## src/rtl/div_share_ctrl_if.sv

```systemverilog
// ---------------------------------------------------------------------------
// div_share_ctrl_if
// Bundle of every non-clock signal of the shared-divider controller.
//   req0_* / req1_*   : request handshake and signed operands per requester
//   resp0_* / resp1_* : one-cycle result pulse, quotient and div-by-zero flag
//   busy              : controller is not idle
//   core_*            : operand / start / quotient lines of the divider core
// Modports:
//   slave  - controller view (div_share_ctrl)
//   master - environment view (requesters plus the divider core)
// ---------------------------------------------------------------------------
interface div_share_ctrl_if #(
    parameter int BITS = 32
);
    logic            req0_valid;
    logic [BITS-1:0] req0_dividend;
    logic [BITS-1:0] req0_divisor;
    logic            req0_ready;
    logic            resp0_valid;
    logic [BITS-1:0] resp0_quotient;
    logic            resp0_dbz;

    logic            req1_valid;
    logic [BITS-1:0] req1_dividend;
    logic [BITS-1:0] req1_divisor;
    logic            req1_ready;
    logic            resp1_valid;
    logic [BITS-1:0] resp1_quotient;
    logic            resp1_dbz;

    logic            busy;
    logic [BITS-1:0] core_dividend;
    logic [BITS-1:0] core_divisor;
    logic            core_start;
    logic [BITS-1:0] core_quotient;

    modport slave (
        input  req0_valid, req0_dividend, req0_divisor,
        input  req1_valid, req1_dividend, req1_divisor,
        input  core_quotient,
        output req0_ready, resp0_valid, resp0_quotient, resp0_dbz,
        output req1_ready, resp1_valid, resp1_quotient, resp1_dbz,
        output busy, core_dividend, core_divisor, core_start
    );

    modport master (
        output req0_valid, req0_dividend, req0_divisor,
        output req1_valid, req1_dividend, req1_divisor,
        output core_quotient,
        input  req0_ready, resp0_valid, resp0_quotient, resp0_dbz,
        input  req1_ready, resp1_valid, resp1_quotient, resp1_dbz,
        input  busy, core_dividend, core_divisor, core_start
    );
endinterface

```

## src/rtl/div_share_ctrl.sv

```systemverilog
// ---------------------------------------------------------------------------
// div_share_ctrl
// Round-robin sequencer that shares one iterative signed divider core between
// two requesters. Divide-by-zero and MIN/-1 overflow are answered directly
// without launching the core.
// Ports:
//   clock : rising-edge clock
//   reset : synchronous active-high reset
//   bus   : div_share_ctrl_if.slave (requests, responses, core lines, busy)
// Parameters:
//   BITS       : operand / quotient width
//   START_HOLD : cycles core_start stays high per launch
//   LATENCY    : cycles from first core_start cycle to quotient capture cycle
// ---------------------------------------------------------------------------
module div_share_ctrl #(
    parameter int BITS       = 32,
    parameter int START_HOLD = 4,
    parameter int LATENCY    = 36
) (
    input  logic             clock,
    input  logic             reset,
    div_share_ctrl_if.slave  bus
);
    typedef enum logic [1:0] {S_IDLE, S_LAUNCH, S_WAIT, S_RESP} state_t;

    localparam int              CW      = $clog2(LATENCY + 1);
    localparam logic [BITS-1:0] MIN_NEG = {1'b1, {(BITS-1){1'b0}}};

    state_t          state_q, state_d;
    logic            rr_q, rr_d;
    logic            owner_q, owner_d;
    logic [CW-1:0]   cnt_q, cnt_d;
    logic [BITS-1:0] dividend_q, dividend_d;
    logic [BITS-1:0] divisor_q, divisor_d;
    logic [BITS-1:0] result_q, result_d;
    logic            dbz_q, dbz_d;

    logic [1:0]      req_valid;
    logic [1:0]      grant;
    logic            acc_id;
    logic [BITS-1:0] acc_dividend;
    logic [BITS-1:0] acc_divisor;
    logic            is_dbz;
    logic            is_ovf;

    assign req_valid = {bus.req1_valid, bus.req0_valid};

    // A requester wins when it is the only one asking, or when both ask and
    // the round-robin pointer names it. Grants only exist in IDLE.
    generate
        for (genvar gi = 0; gi < 2; gi++) begin : g_grant
            assign grant[gi] = (state_q == S_IDLE) && req_valid[gi] &&
                               (!req_valid[1-gi] || (rr_q == 1'(gi)));
        end
    endgenerate

    assign acc_id       = grant[1];
    assign acc_dividend = acc_id ? bus.req1_dividend : bus.req0_dividend;
    assign acc_divisor  = acc_id ? bus.req1_divisor  : bus.req0_divisor;
    assign is_dbz       = (acc_divisor == '0);
    assign is_ovf       = (acc_dividend == MIN_NEG) && (acc_divisor == '1);

    // State register
    always_ff @(posedge clock) begin
        if (reset) begin
            state_q    <= S_IDLE;
            rr_q       <= 1'b0;
            owner_q    <= 1'b0;
            cnt_q      <= '0;
            dividend_q <= '0;
            divisor_q  <= '0;
            result_q   <= '0;
            dbz_q      <= 1'b0;
        end else begin
            state_q    <= state_d;
            rr_q       <= rr_d;
            owner_q    <= owner_d;
            cnt_q      <= cnt_d;
            dividend_q <= dividend_d;
            divisor_q  <= divisor_d;
            result_q   <= result_d;
            dbz_q      <= dbz_d;
        end
    end

    // Next-state logic. cnt equals k during the k-th cycle after accept.
    always_comb begin
        state_d    = state_q;
        rr_d       = rr_q;
        owner_d    = owner_q;
        cnt_d      = cnt_q;
        dividend_d = dividend_q;
        divisor_d  = divisor_q;
        result_d   = result_q;
        dbz_d      = dbz_q;
        case (state_q)
            S_IDLE: begin
                if (|grant) begin
                    owner_d    = acc_id;
                    rr_d       = ~acc_id;
                    dividend_d = acc_dividend;
                    divisor_d  = acc_divisor;
                    if (is_dbz) begin
                        result_d = '1;
                        dbz_d    = 1'b1;
                        state_d  = S_RESP;
                    end else if (is_ovf) begin
                        result_d = acc_dividend;
                        dbz_d    = 1'b0;
                        state_d  = S_RESP;
                    end else begin
                        dbz_d    = 1'b0;
                        cnt_d    = CW'(1);
                        state_d  = S_LAUNCH;
                    end
                end
            end
            S_LAUNCH: begin
                // LATENCY may equal START_HOLD, so capture can happen here.
                if (cnt_q == CW'(LATENCY)) begin
                    result_d = bus.core_quotient;
                    cnt_d    = '0;
                    state_d  = S_RESP;
                end else begin
                    cnt_d = cnt_q + CW'(1);
                    if (cnt_q == CW'(START_HOLD)) begin
                        state_d = S_WAIT;
                    end
                end
            end
            S_WAIT: begin
                if (cnt_q == CW'(LATENCY)) begin
                    result_d = bus.core_quotient;
                    cnt_d    = '0;
                    state_d  = S_RESP;
                end else begin
                    cnt_d = cnt_q + CW'(1);
                end
            end
            S_RESP: begin
                state_d = S_IDLE;
            end
            default: begin
                state_d = S_IDLE;
            end
        endcase
    end

    // Output logic
    always_comb begin
        bus.req0_ready     = grant[0];
        bus.req1_ready     = grant[1];
        bus.busy           = (state_q != S_IDLE);
        bus.core_start     = (state_q == S_LAUNCH);
        bus.core_dividend  = dividend_q;
        bus.core_divisor   = divisor_q;
        bus.resp0_valid    = (state_q == S_RESP) && (owner_q == 1'b0);
        bus.resp1_valid    = (state_q == S_RESP) && (owner_q == 1'b1);
        bus.resp0_quotient = result_q;
        bus.resp1_quotient = result_q;
        bus.resp0_dbz      = dbz_q;
        bus.resp1_dbz      = dbz_q;
    end
endmodule

```

## src/flat_wrapper.sv

```systemverilog
// flat-port wrapper written by rule: the top's interface ports become plain ports
module div_share_ctrl_flat 
#(
    parameter int BITS       = 32,
    parameter int START_HOLD = 4,
    parameter int LATENCY    = 36
)
  (clock, reset, bus_req0_valid, bus_req0_dividend, bus_req0_divisor, bus_req1_valid, bus_req1_dividend, bus_req1_divisor, bus_core_quotient, bus_req0_ready, bus_resp0_valid, bus_resp0_quotient, bus_resp0_dbz, bus_req1_ready, bus_resp1_valid, bus_resp1_quotient, bus_resp1_dbz, bus_busy, bus_core_dividend, bus_core_divisor, bus_core_start);
  div_share_ctrl_if #(.BITS(BITS)) bus_i ();
  input  logic clock;
  input  logic reset;
  input wire logic [$bits(bus_i.req0_valid)-1:0] bus_req0_valid;
  input wire logic [$bits(bus_i.req0_dividend)-1:0] bus_req0_dividend;
  input wire logic [$bits(bus_i.req0_divisor)-1:0] bus_req0_divisor;
  input wire logic [$bits(bus_i.req1_valid)-1:0] bus_req1_valid;
  input wire logic [$bits(bus_i.req1_dividend)-1:0] bus_req1_dividend;
  input wire logic [$bits(bus_i.req1_divisor)-1:0] bus_req1_divisor;
  input wire logic [$bits(bus_i.core_quotient)-1:0] bus_core_quotient;
  output wire logic [$bits(bus_i.req0_ready)-1:0] bus_req0_ready;
  output wire logic [$bits(bus_i.resp0_valid)-1:0] bus_resp0_valid;
  output wire logic [$bits(bus_i.resp0_quotient)-1:0] bus_resp0_quotient;
  output wire logic [$bits(bus_i.resp0_dbz)-1:0] bus_resp0_dbz;
  output wire logic [$bits(bus_i.req1_ready)-1:0] bus_req1_ready;
  output wire logic [$bits(bus_i.resp1_valid)-1:0] bus_resp1_valid;
  output wire logic [$bits(bus_i.resp1_quotient)-1:0] bus_resp1_quotient;
  output wire logic [$bits(bus_i.resp1_dbz)-1:0] bus_resp1_dbz;
  output wire logic [$bits(bus_i.busy)-1:0] bus_busy;
  output wire logic [$bits(bus_i.core_dividend)-1:0] bus_core_dividend;
  output wire logic [$bits(bus_i.core_divisor)-1:0] bus_core_divisor;
  output wire logic [$bits(bus_i.core_start)-1:0] bus_core_start;
  assign bus_i.req0_valid = bus_req0_valid;
  assign bus_i.req0_dividend = bus_req0_dividend;
  assign bus_i.req0_divisor = bus_req0_divisor;
  assign bus_i.req1_valid = bus_req1_valid;
  assign bus_i.req1_dividend = bus_req1_dividend;
  assign bus_i.req1_divisor = bus_req1_divisor;
  assign bus_i.core_quotient = bus_core_quotient;
  assign bus_req0_ready = bus_i.req0_ready;
  assign bus_resp0_valid = bus_i.resp0_valid;
  assign bus_resp0_quotient = bus_i.resp0_quotient;
  assign bus_resp0_dbz = bus_i.resp0_dbz;
  assign bus_req1_ready = bus_i.req1_ready;
  assign bus_resp1_valid = bus_i.resp1_valid;
  assign bus_resp1_quotient = bus_i.resp1_quotient;
  assign bus_resp1_dbz = bus_i.resp1_dbz;
  assign bus_busy = bus_i.busy;
  assign bus_core_dividend = bus_i.core_dividend;
  assign bus_core_divisor = bus_i.core_divisor;
  assign bus_core_start = bus_i.core_start;
  div_share_ctrl #(.BITS(BITS), .START_HOLD(START_HOLD), .LATENCY(LATENCY)) u_core (.clock(clock), .reset(reset), .bus(bus_i));
endmodule
```

## config.mk

```make
export PLATFORM = sky130hd
export DESIGN_NAME = div_share_ctrl_flat
export DESIGN_NICKNAME = d
export VERILOG_FILES = /design/src/rtl/div_share_ctrl_if.sv /design/src/rtl/div_share_ctrl.sv /design/src/flat_wrapper.sv
export SDC_FILE = /design/constraint.sdc
export NUM_CORES = 1
export LEC_CHECK = 0
export ABC_AREA = 1
export CAP_MARGIN = 30
export CORE_ASPECT_RATIO = 1.2
export CORE_MARGIN = 10
export CORE_UTILIZATION = 43
export DETAILED_ROUTE_END_ITERATION = 8
export HOLD_SLACK_MARGIN = 0.08
export PLACE_DENSITY = 0.82
export SLEW_MARGIN = 20
export SYNTH_ARGS = -nofsm -noshare
export SYNTH_HDL_FRONTEND = slang
export SYNTH_SLANG_ARGS = --single-unit
export TNS_END_PERCENT = 1
```

## constraint.sdc

```tcl
create_clock -name clock -period 3.09 [get_ports clock]
set_input_delay 0.309 -clock clock [delete_from_list [all_inputs] [get_ports clock]]
set_output_delay 0.309 -clock clock [all_outputs]
set_load 0.02 [all_outputs]
```

# Yosys cells after proc, flatten, opt, wreduce, memory -nomap -nowiden
# Cells that the tools add are included.
[word_totals]
regBits = 107
latch_bits = 0
ramBits = 0
mem_bits_ro = 0
output_inout_bits = 136
elab_cells = 67
n_memories = 0
[classes]
add_sub_neg = 1
mul = 0
div_mod_pow = 0
n_lt_le_gt_ge = 0
eq_ne = 14
n_shift = 0
n_mux = 20
bitwise_logic = 3
n_reduce_logical = 21
[op_table]
columns = ["op", "count"]
rows = [
  ["32-bit 2-to-1 mux", 6],
  ["32-bit == test (second input constant)", 2],
  ["32-bit case mux with 2 select lines", 1],
  ["32-bit zero test", 1],
  ["6-bit 2-to-1 mux", 4],
  ["2-bit 2-to-1 mux", 6],
  ["6-bit case mux with 2 select lines", 1],
  ["2-bit case mux with 4 select lines", 1],
  ["4-bit AND reduction", 2],
  ["1-bit logical AND", 7],
  ["6-bit by 1-bit adder with 6-bit output (second input constant)", 1],
  ["6-bit by 3-bit == test with 1-bit output (second input constant)", 1],
  ["6-bit == test (second input constant)", 1],
  ["2-bit != test (second input constant)", 3],
  ["3-bit by 1-bit != test with 1-bit output (second input constant)", 2],
  ["2-bit == test (second input constant)", 2],
  ["2-bit by 1-bit != test with 1-bit output (second input constant)", 2],
  ["2-bit nonzero test", 2],
  ["2-bit OR reduction", 2],
  ["1-bit NOT", 3],
  ["3-bit AND reduction", 1],
  ["2-bit by 1-bit == test with 1-bit output (second input constant)", 1],
  ["1-bit zero test", 2],
  ["2-bit zero test", 1],
  ["3 further kinds", 4],
]

# Logic depth before layout (Yosys ltp)
# Gate-level depths: netlist of the first run.
[logic_depth]
word_depth = 10
mapped_depth = 22
mapped_depth_nobuf = 19

# Worst setup path before layout of the first run
# Ideal clock, no wire load.
[synth_path]
kind = "flip-flop to flip-flop"
start = "reg u_core.state_q[0]"
end = "reg u_core.result_q[22], in the netlist u_core.bus.resp0_quotient[22]"
setup_time_ns = 0.115
arrival_ns = 2.321
slack_ns = 0.654
stages_incl_launch_ff = 17
n_path_buf = 3
period_less_slack_ns = 2.436
cell_sequence = "dfxtp_1 -> inv_1 -> ha_1 -> buf_6 -> nand2_4 -> inv_4 -> nand2_2 -> inv_1 -> buf_2 -> nor2_1 -> nand2_1 -> o21ai_0 -> nor2_1 -> clkbuf_1 -> nand3_1 -> nand2_1 -> nor2_1"
[synth_via]
elab_chain_len = 8
[synth_rtl]
columns = ["element", "line_no", "source"]
rows = [
  ["start, declared", "div_share_ctrl.sv:29", "state_t state_q, state_d;"],
  ["start signal, assigned", "div_share_ctrl.sv:75", "state_q <= state_d;"],
  ["2-bit zero test (*)", "div_share_ctrl.sv:52", "assign grant[gi] = (state_q == S_IDLE) && req_valid[gi] &&"],
  ["1-bit logical AND (*) (2 in series)", "div_share_ctrl.sv:52", ""],
  ["via bus_req1_ready", "flat_wrapper.sv:23", "output wire logic [$bits(bus_i.req1_ready)-1:0] bus_req1_ready;"],
  ["32-bit 2-to-1 mux (on tied branches)", "div_share_ctrl.sv:58, div_share_ctrl.sv:59", ""],
  ["32-bit == test, or another cell as far along", "div_share_ctrl.sv:61", "assign is_ovf = (acc_dividend == MIN_NEG) && (acc_divisor == '1);"],
  ["1-bit logical AND / 32-bit 2-to-1 mux (equally long branches)", "div_share_ctrl.sv:61, div_share_ctrl.sv:103", ""],
  ["3-bit by 1-bit != test with 1-bit output (no line) / 32-bit 2-to-1 mux (equally long branches)", "-", ""],
  ["4-bit AND reduction (no line) / 32-bit case mux with 2 select lines (equally long branches)", "-", ""],
  ["end signal, assigned", "div_share_ctrl.sv:81", "result_q <= result_d;"],
  ["end, declared", "div_share_ctrl.sv:35", "logic [BITS-1:0] result_q, result_d;"],
]
# Mark *: on every way through the listed nets, which the timed path passes. The rest lies on a longest branch. The select of a mux whose other input is x is not followed.
# A chain may end at the register's enable or synchronous reset.

# Worst setup path after layout of the first run
[layout_path]
start = "reg u_core.state_q[0]"
end = "reg u_core.result_q[29], in the netlist u_core.bus.resp0_quotient[29]"
[layout_via]
elab_chain_len = 8
[layout_rtl]
columns = ["element", "line_no"]
rows = [
  ["2-bit zero test", "div_share_ctrl.sv:52, div_share_ctrl.sv:96"],
  ["1-bit logical AND (2 in series)", "div_share_ctrl.sv:52"],
  ["32-bit 2-to-1 mux (on tied branches)", "div_share_ctrl.sv:58, div_share_ctrl.sv:59"],
  ["32-bit == test, or another cell as far along", "div_share_ctrl.sv:61"],
  ["1-bit logical AND / 32-bit 2-to-1 mux (equally long branches)", "div_share_ctrl.sv:61, div_share_ctrl.sv:103"],
  ["3-bit by 1-bit != test with 1-bit output (no line) / 32-bit 2-to-1 mux (equally long branches)", "-"],
  ["4-bit AND reduction (no line) / 32-bit case mux with 2 select lines (equally long branches)", "-"],
]
# Parallel ways exist; a longest one is shown, timed or not. The select of a mux whose other input is x is not followed.

==> results.json, run 1 <==
{
  "final_core_util": 0.6593,
  "multiInputGateArea_sq_mm": 0.003483,
  "worst_ir_drop_vdd_mv": 0.4476,
  "final_nets": 1486,
  "end_kind": "register",
  "drtIter0Drc": 558,
  "viasPerCell": 4.983,
  "clk-insertion-delay-late_ns": 0.36,
  "regArea_sq_mm": 0.002142,
  "post-synth-top-area-cell": "dfxtp_1",
  "post-route-min-period_ns": 2.801,
  "count_of_input_and_output_buffers": 299,
  "timing.critical_path.arrival_ns": 3.05,
  "run_status": "completed",
  "synthesis.area_per_instance_sq_um": 6.244,
  "core_sq_mm": 0.01514,
  "switching_share": 0.4783,
  "synthesis.area_sq_mm": 0.006706,
  "clock_tree.buffer_depth": 2,
  "synth-warning-count": 0,
  "gp_congestion": 0.9043,
  "seq_power_share": 0.221,
  "synth_area_leaders": "dfxtp_1 (32%), nand2_1 (18%), nor2_1 (7.7%)",
  "share_of_synthesized_flip_flops_with_an_asynchronous_set_or_reset": 0,
  "place_inst": 1508,
  "layout.cells.non_filler": 1524,
  "min-delay-path-class": "reg -> reg",
  "final_hold_viol_count": 0,
  "max_freq_mhz": 357.0,
  "core.rowCount": 49,
  "cts_tree": "built",
  "clock-sinks": 107,
  "antenna_violating_nets_post_route": 0,
  "seq_area_frac_synth": 0.3194,
  "final_design_area_no_fill_sq_mm": 0.009983,
  "power.leakage_nw": 4.802,
  "power_report.internal_total_w": 0.005171,
  "maxSlewViolCount": 0,
  "cts_htree_levels": 3,
  "syn_to_final_growth_pct": 48.86,
  "cell_with_the_most_instances_after_synthesis": "nand2_1",
  "critical_path_required_time_ns": 3.34,
  "maxSlewHeadroom": 0.5850,
  "via_count": 7594,
  "grt_remaining_overflow": 0,
  "worst-slew-pin-transition_ns": 0.6224,
  "yosys_most_used_dff": "dfxtp_1",
  "clkTransAtPathRegs_ns": 0.07,
  "floorplan.die_area_sq_mm": 0.02101,
  "hpwl_mm": 20.23,
  "pwr_dens_mw_per_mm2": 992.8,
  "first_global_vias": 7447,
  "totalNegativeSetupSlack_ns": 0,
  "postSynthNetCount": 1245,
  "synth_edf_count": 0,
  "grt_setup_unrepaired": "false",
  "floorplan.initialDensity": 0.4429,
  "routed_wl_mm": 25.81,
  "layout-drive-gt1-share": 0.06444,
  "hold_ws_ns": 0.4944,
  "syn-instance-count": 1074,
  "grt_start_max_net_pins": 50,
  "io_pins": 300,
  "power.net_switching_w": 0.004740,
  "flip_flop_and_latch_count_after_synthesis": 107,
  "number_of_antenna_violations_at_the_first_check_in_global_routing": 1,
  "category_of_the_most_critical_setup_path": "reg -> reg",
  "grt_pass1_wl_mm": 39.65,
  "ctsRootBufferMaster": "clkbuf_16",
  "final-setup-viol-count": 0,
  "detailedRoute.firstPassIterationCount": 7,
  "post-synth-top-area-fraction": 0.3194,
  "die-height_microns": 156.8,
  "final.setup_skew_ns": 0.007640,
  "routed_wire_length_per_instance_microns": 16.94,
  "die_width_microns": 134.0,
  "cts_made_buffers": 9,
  "combinational_power_share": 0.661,
  "fillers": 1369,
  "worst_path_fanout_max": 43,
  "pwr-share-clk": 0.118,
  "standard_cell_area_after_detailed_placement_sq_mm": 0.009693,
  "global_route_total_usage_across_every_layer": 0.2340,
  "fin_crit_sh": 0.9066,
  "post-route-drc-count": 0,
  "synth_cell_types": 28,
  "maxCapViolCount": 0,
  "yosys-top-cells-count": "nand2_1 (318), nor2_1 (137), inv_1 (132)",
  "cp-start-kind": "register"
}
layout by cell type (no fill, tap or decap), drive strengths merged, types with 2 or more instances in the layout:
cell,Yosys,layout
clkinvlp,0,2
inv,134,133
ha,7,7
nor2,138,138
nand2,323,323
or2,26,26
o211ai,64,64
nand3,92,92
buf,65,28
clkdlybuf4s50,0,299
dfxtp,107,107
xor2,2,2
o21ai,12,12
a21oi,41,41
clkbuf,32,10
nand3b,24,24
nand4,4,4
and2,2,2
clkinv,0,3
cells by family (layout without fill, tap and decap cells):
logic type | count (synthesis) | after routing | share of synthesized area
and+or+nand+nor | 610 | 610 | 0.3886
buffers and inverters | 231 | 476 | 0.1623
AOI/OAI and AO/OA | 117 | 117 | 0.1140
DFF | 107 | 107 | 0.3194
adders and majority gates | 7 | 7 | 0.01306
xor gates and xnor gates | 2 | 2 | 0.002612
other | 0 | 1 | 0
state kept, by name (all words and copies together), names as in the netlist:
signal                     flops
u_core.owner_q                 1
u_core.bus.resp0_dbz           1
u_core.bus.resp0_quotient     32
u_core.state_q                 2
u_core.cnt_q                   6
u_core.bus.core_dividend      32
u_core.rr_q                    1
u_core.bus.core_divisor       32
final cells by class:
type                    instances  area share
flip-flops and latches        107      0.2146
clock buffers                  10     0.02294
repair buffers                327      0.3312
clock inverters                 5    0.005514
well taps                     204     0.02557
inverters                     134     0.05101
diodes                          1   0.0002507
multi-input cells             736      0.3489
routing by layer:
metal | global-route usage | up-vias | routed length (microns)
met5 | 0 | - | 13
met4 | 0.09081 | 2 | 723
met3 | 0.07495 | 40 | 2416
met2 | 0.4022 | 303 | 12590
met1 | 0.2639 | 3432 | 10060
li1 | - | 3817 | -
through the flow:
step	total power (W)	setup slack, ns
5_1_grt	0.01069	0.01001
3_3_place_gp	0.008615	0.2141
4_1_cts	0.009926	0.2542
3_5_place_dp	0.008726	0.1879
6_report	0.009911	0.2885
2_1_floorplan	0.006326	0.6537
critical path, stage by stage, from the launching register on:
cell and delay (ns):
dfxtp_1 0.35, inv_1 0.12, ha_1 0.24, nand2_4 0.07
inv_4 0.10, nand2_2 0.10, buf_12 0.18, nand2_1 0.09
nand2_1 0.09, nor2_1 0.12, nand2_1 0.06, nor2_1 0.17
nand2_1 0.08, nor2_1 0.19, nand2_1 0.12, nand3_2 0.12
buf_12 0.21, nand3_1 0.10, nand2_1 0.08, nor2_1 0.05
power by group through the flow:
stage | clock (W) | combinational, W | sequential (W)
2_1_floorplan | 0 | 0.00368 | 0.00265
3_3_place_gp | 0 | 0.00642 | 0.00220
3_5_place_dp | 0 | 0.00652 | 0.00221
4_1_cts | 0.00118 | 0.00656 | 0.00219
5_1_grt | 0.00122 | 0.00721 | 0.00225
6_report | 0.00117 | 0.00655 | 0.00219
repair_timing:
item | 4_1_cts | 5_1_grt
buffers inserted | 0 | 0
setup endpoints to repair | 0 | 14
hold buffers | 0 | 0
endpoints found under the hold margin | 0 | 0
gates resized for setup | 0 | 1
path summary, 6_finish.rpt:
| check | startpoint | endpoint | slack, ns | cells after the start |
|---|---|---|---|---|
| worst max register to register | u_core.state_q[0]$_SDFFE_PP0P_ | u_core.bus.resp0_quotient[29]$_SDFFE_PP0P_ | 0.29 | 19 |
| worst min-delay path | u_core.bus.core_dividend[7]$_SDFFE_PP0P_ | u_core.bus.core_dividend[7]$_SDFFE_PP0P_ | 0.49 | 2 |
| worst max-delay path | u_core.state_q[0]$_SDFFE_PP0P_ | u_core.bus.resp0_quotient[29]$_SDFFE_PP0P_ | 0.29 | 19 |
| worst min register to register | u_core.bus.core_dividend[7]$_SDFFE_PP0P_ | u_core.bus.core_dividend[7]$_SDFFE_PP0P_ | 0.49 | 2 |
(Power assumes the default switching activity.)
==> run 2: changes to the inputs <==
- ABC_AREA: 1 -> not set
- CORE_MARGIN: 10 -> not set
- CORE_UTILIZATION: 43 -> 40
- PLACE_DENSITY: 0.82 -> 0.81
==> results.json, run 2 <==
{
  "post_cts_resize_count": 0,
  "cell_with_the_most_instances_after_synthesis": "dfxtp_1",
  "maxCapViolCount": 0,
  "hold_ws_ns": 0.4019,
  "pwr_dens_mw_per_mm2": 987.1,
  "max_freq_mhz": 344.3,
  "via_count": 5977,
  "synthesis.area_per_instance_sq_um": 9.193,
  "end_kind": "register",
  "min-delay-path-class": "in -> reg",
  "synth_area_leaders": "dfxtp_1 (37%), mux2i_1 (11%), a211oi_1 (8.4%)",
  "first_global_vias": 5780,
  "startpoint": "bus_req0_dividend[15]",
  "grt_remaining_overflow": 0,
  "timing.critical_path.arrival_ns": 3.18,
  "clk-insertion-delay-late_ns": 0.35,
  "core.rowCount": 47,
  "seq_power_share": 0.249,
  "clkTransAtPathRegs_ns": 0.08,
  "post-synth-top-area-cell": "dfxtp_1",
  "power.leakage_nw": 3.153,
  "synth_cell_types": 45,
  "synthesis.area_sq_mm": 0.005819,
  "flip_flop_and_latch_count_after_synthesis": 107,
  "core_sq_mm": 0.01400,
  "power.net_switching_w": 0.004000,
  "share_of_synthesized_flip_flops_with_an_asynchronous_set_or_reset": 0,
  "cts_hold_repair.buffers": 0,
  "post-route-drc-count": 16,
  "antenna_violating_nets_post_route": 0,
  "drtIter0Drc": 368,
  "seq_area_frac_synth": 0.3681,
  "pwr-share-clk": 0.134,
  "yosys_most_used_dff": "dfxtp_1",
  "category_of_the_most_critical_setup_path": "in -> reg",
  "clock-sinks": 107,
  "hpwl_mm": 16.76,
  "gp_congestion": 0.9211,
  "count_of_input_and_output_buffers": 299,
  "final_hold_viol_count": 0,
  "grt_start_max_net_pins": 62,
  "post-synth-top-area-fraction": 0.3681,
  "power_report.internal_total_w": 0.005007,
  "crit-reg2reg-launch": "u_core.state_q[0]$_SDFFE_PP0P_",
  "final-setup-viol-count": 0,
  "worst_ir_drop_vdd_mv": 0.5894,
  "syn_to_final_growth_pct": 56.78,
  "synth-warning-count": 0,
  "failed_checks": "DRC",
  "routed_wire_length_per_instance_microns": 20.07,
  "post_cts.repair.setup_buffers": 0,
  "switching_share": 0.4441,
  "reg2regPathDepth": 8,
  "die-height_microns": 134.1,
  "commonest_non_fill_non_tap_cells_in_the_layout": "clkdlybuf4s50_1 (298), dfxtp_1 (107), nor2_1 (73)",
  "diodes": 0,
  "synth_edf_count": 0,
  "routed_wl_mm": 21.38,
  "run_status": "finished, violations left",
  "final_common_cell": "clkdlybuf4s50_1",
  "die_width_microns": 112.1,
  "io_pins": 300,
  "global_route_total_usage_across_every_layer": 0.2784,
  "postSynthNetCount": 804,
  "clock_tree.buffer_depth": 2,
  "final_core_util": 0.6519,
  "worst-slew-pin-transition_ns": 0.9450,
  "syn-instance-count": 633,
  "fin_crit_sh": 0.9401,
  "grt_pass1_wl_mm": 32.14,
  "floorplan.die_area_sq_mm": 0.01504,
  "ctsRootBufferMaster": "clkbuf_16",
  "post-route-min-period_ns": 2.905,
  "maxSlewHeadroom": 0.3686,
  "cts_htree_levels": 3,
  "grt_setup_unrepaired": "false",
  "combinational_power_share": 0.618,
  "setup_crit_end": "u_core.bus.resp0_quotient[31]$_SDFFE_PP0P_",
  "timing.reg2reg.setup_slack_ns": 0.47,
  "number_of_antenna_violations_at_the_first_check_in_global_routing": 0,
  "final.setup_skew_ns": 0.009993,
  "cts_tree": "built",
  "critical_path_required_time_ns": 3.37,
  "hold_start": "reset",
  "layout-drive-gt1-share": 0.09396,
  "yosys-top-cells-count": "dfxtp_1 (107), nor2_1 (74), a211oi_1 (65), mux2i_1 (65), inv_1 (41)",
  "cp-start-kind": "input port",
  "r2r_end": "u_core.bus.resp0_quotient[27]$_SDFFE_PP0P_",
  "detailedRoute.firstPassIterationCount": 8,
  "cts_made_buffers": 9,
  "maxSlewViolCount": 0,
  "worst_path_fanout_max": 32,
  "viasPerCell": 5.612,
  "floorplan.initialDensity": 0.4158,
  "final_nets": 1061
}
==> run 2: cells by family (layout without fill, tap and decap cells) <==
family | after synthesis | after routing | synth area share
flip-flops | 107 | 107 | 0.3681
AND/OR/NAND/NOR | 163 | 163 | 0.1505
adder cells (fa/ha/maj) | 7 | 7 | 0.01505
buffers and inverters | 119 | 380 | 0.1047
multiplexers | 67 | 67 | 0.1157
AO/OA/AOI/OAI | 170 | 170 | 0.2460
==> run 2: worst min-delay path by stage <==
stage / to / slack [ns] / depth (start not counted)
after floorplan: u_core.bus.resp0_quotient[0]$_SDFFE_PP0P_ / 0.47 / 2
after global placement: u_core.bus.resp0_quotient[21]$_SDFFE_PP0P_ / 0.47 / 2
after detailed placement: u_core.bus.resp0_quotient[31]$_SDFFE_PP0P_ / 0.48 / 2
after CTS: u_core.bus.core_dividend[6]$_SDFFE_PP0P_ / 0.39 / 2
after global routing: u_core.bus.core_dividend[8]$_SDFFE_PP0P_ / 0.41 / 2
final: u_core.bus.core_dividend[0]$_SDFFE_PP0P_ / 0.40 / 2
==> run 2: layout make-up <==
class	count	area [sq um]
fillers	1177	4872
repair buffers	323	3206
multi-input cells	407	3098
flip-flops and latches	107	2142
clock buffers	10	239.0
well taps	171	214.0
inverters	42	157.7
clock inverters	5	67.56
==> run 2: worst max-delay path, cell delays in order <==
cell and delay [ns]:
clkdlybuf4s50_1 0.46, or4_1 0.55, nor4_1 0.62, nand4_1 0.20, a22o_1 0.31, buf_4 0.18
o32a_2 0.20, buf_12 0.18, o22ai_1 0.14
==> run 2: metal layers <==
layer / up-vias / share of wire / wire length, microns / GRT usage
li1: 2869 / - / - / -
met1: 2788 / 0.41 / 8707 / 0.3397
met2: 279 / 0.49 / 10540 / 0.4814
met3: 41 / 0.069 / 1473 / 0.05603
met4: 0 / 0.031 / 653 / 0.1074
met5: - / 0 / 0 / 0
==> run 2: metrics by stage <==
stage	power, W	instance area, sq um	worst slack [ns]	std cells	TNS (ns)
finish	0.009006	9124	0.1852	1065	0
global route	0.009514	9124	0.1161	1065	0
CTS	0.009025	9124	0.1916	1065	0
detailed placement	0.007798	8817	-0.1691	1050	-5.626
global placement	0.007719	8817	-0.05925	1050	-1.652
floorplan	0.005770	5819	0.7716	633	0
==> run 2: power by group through the flow <==
stage / sequential, W / combinational (W) / clock, W
after floorplan: 0.00275 / 0.00302 / 0
after global placement: 0.00225 / 0.00547 / 0
after detailed placement: 0.00226 / 0.00554 / 0
after CTS: 0.00224 / 0.00557 / 0.00122
after global routing: 0.00229 / 0.00594 / 0.00128
final: 0.00224 / 0.00556 / 0.00121
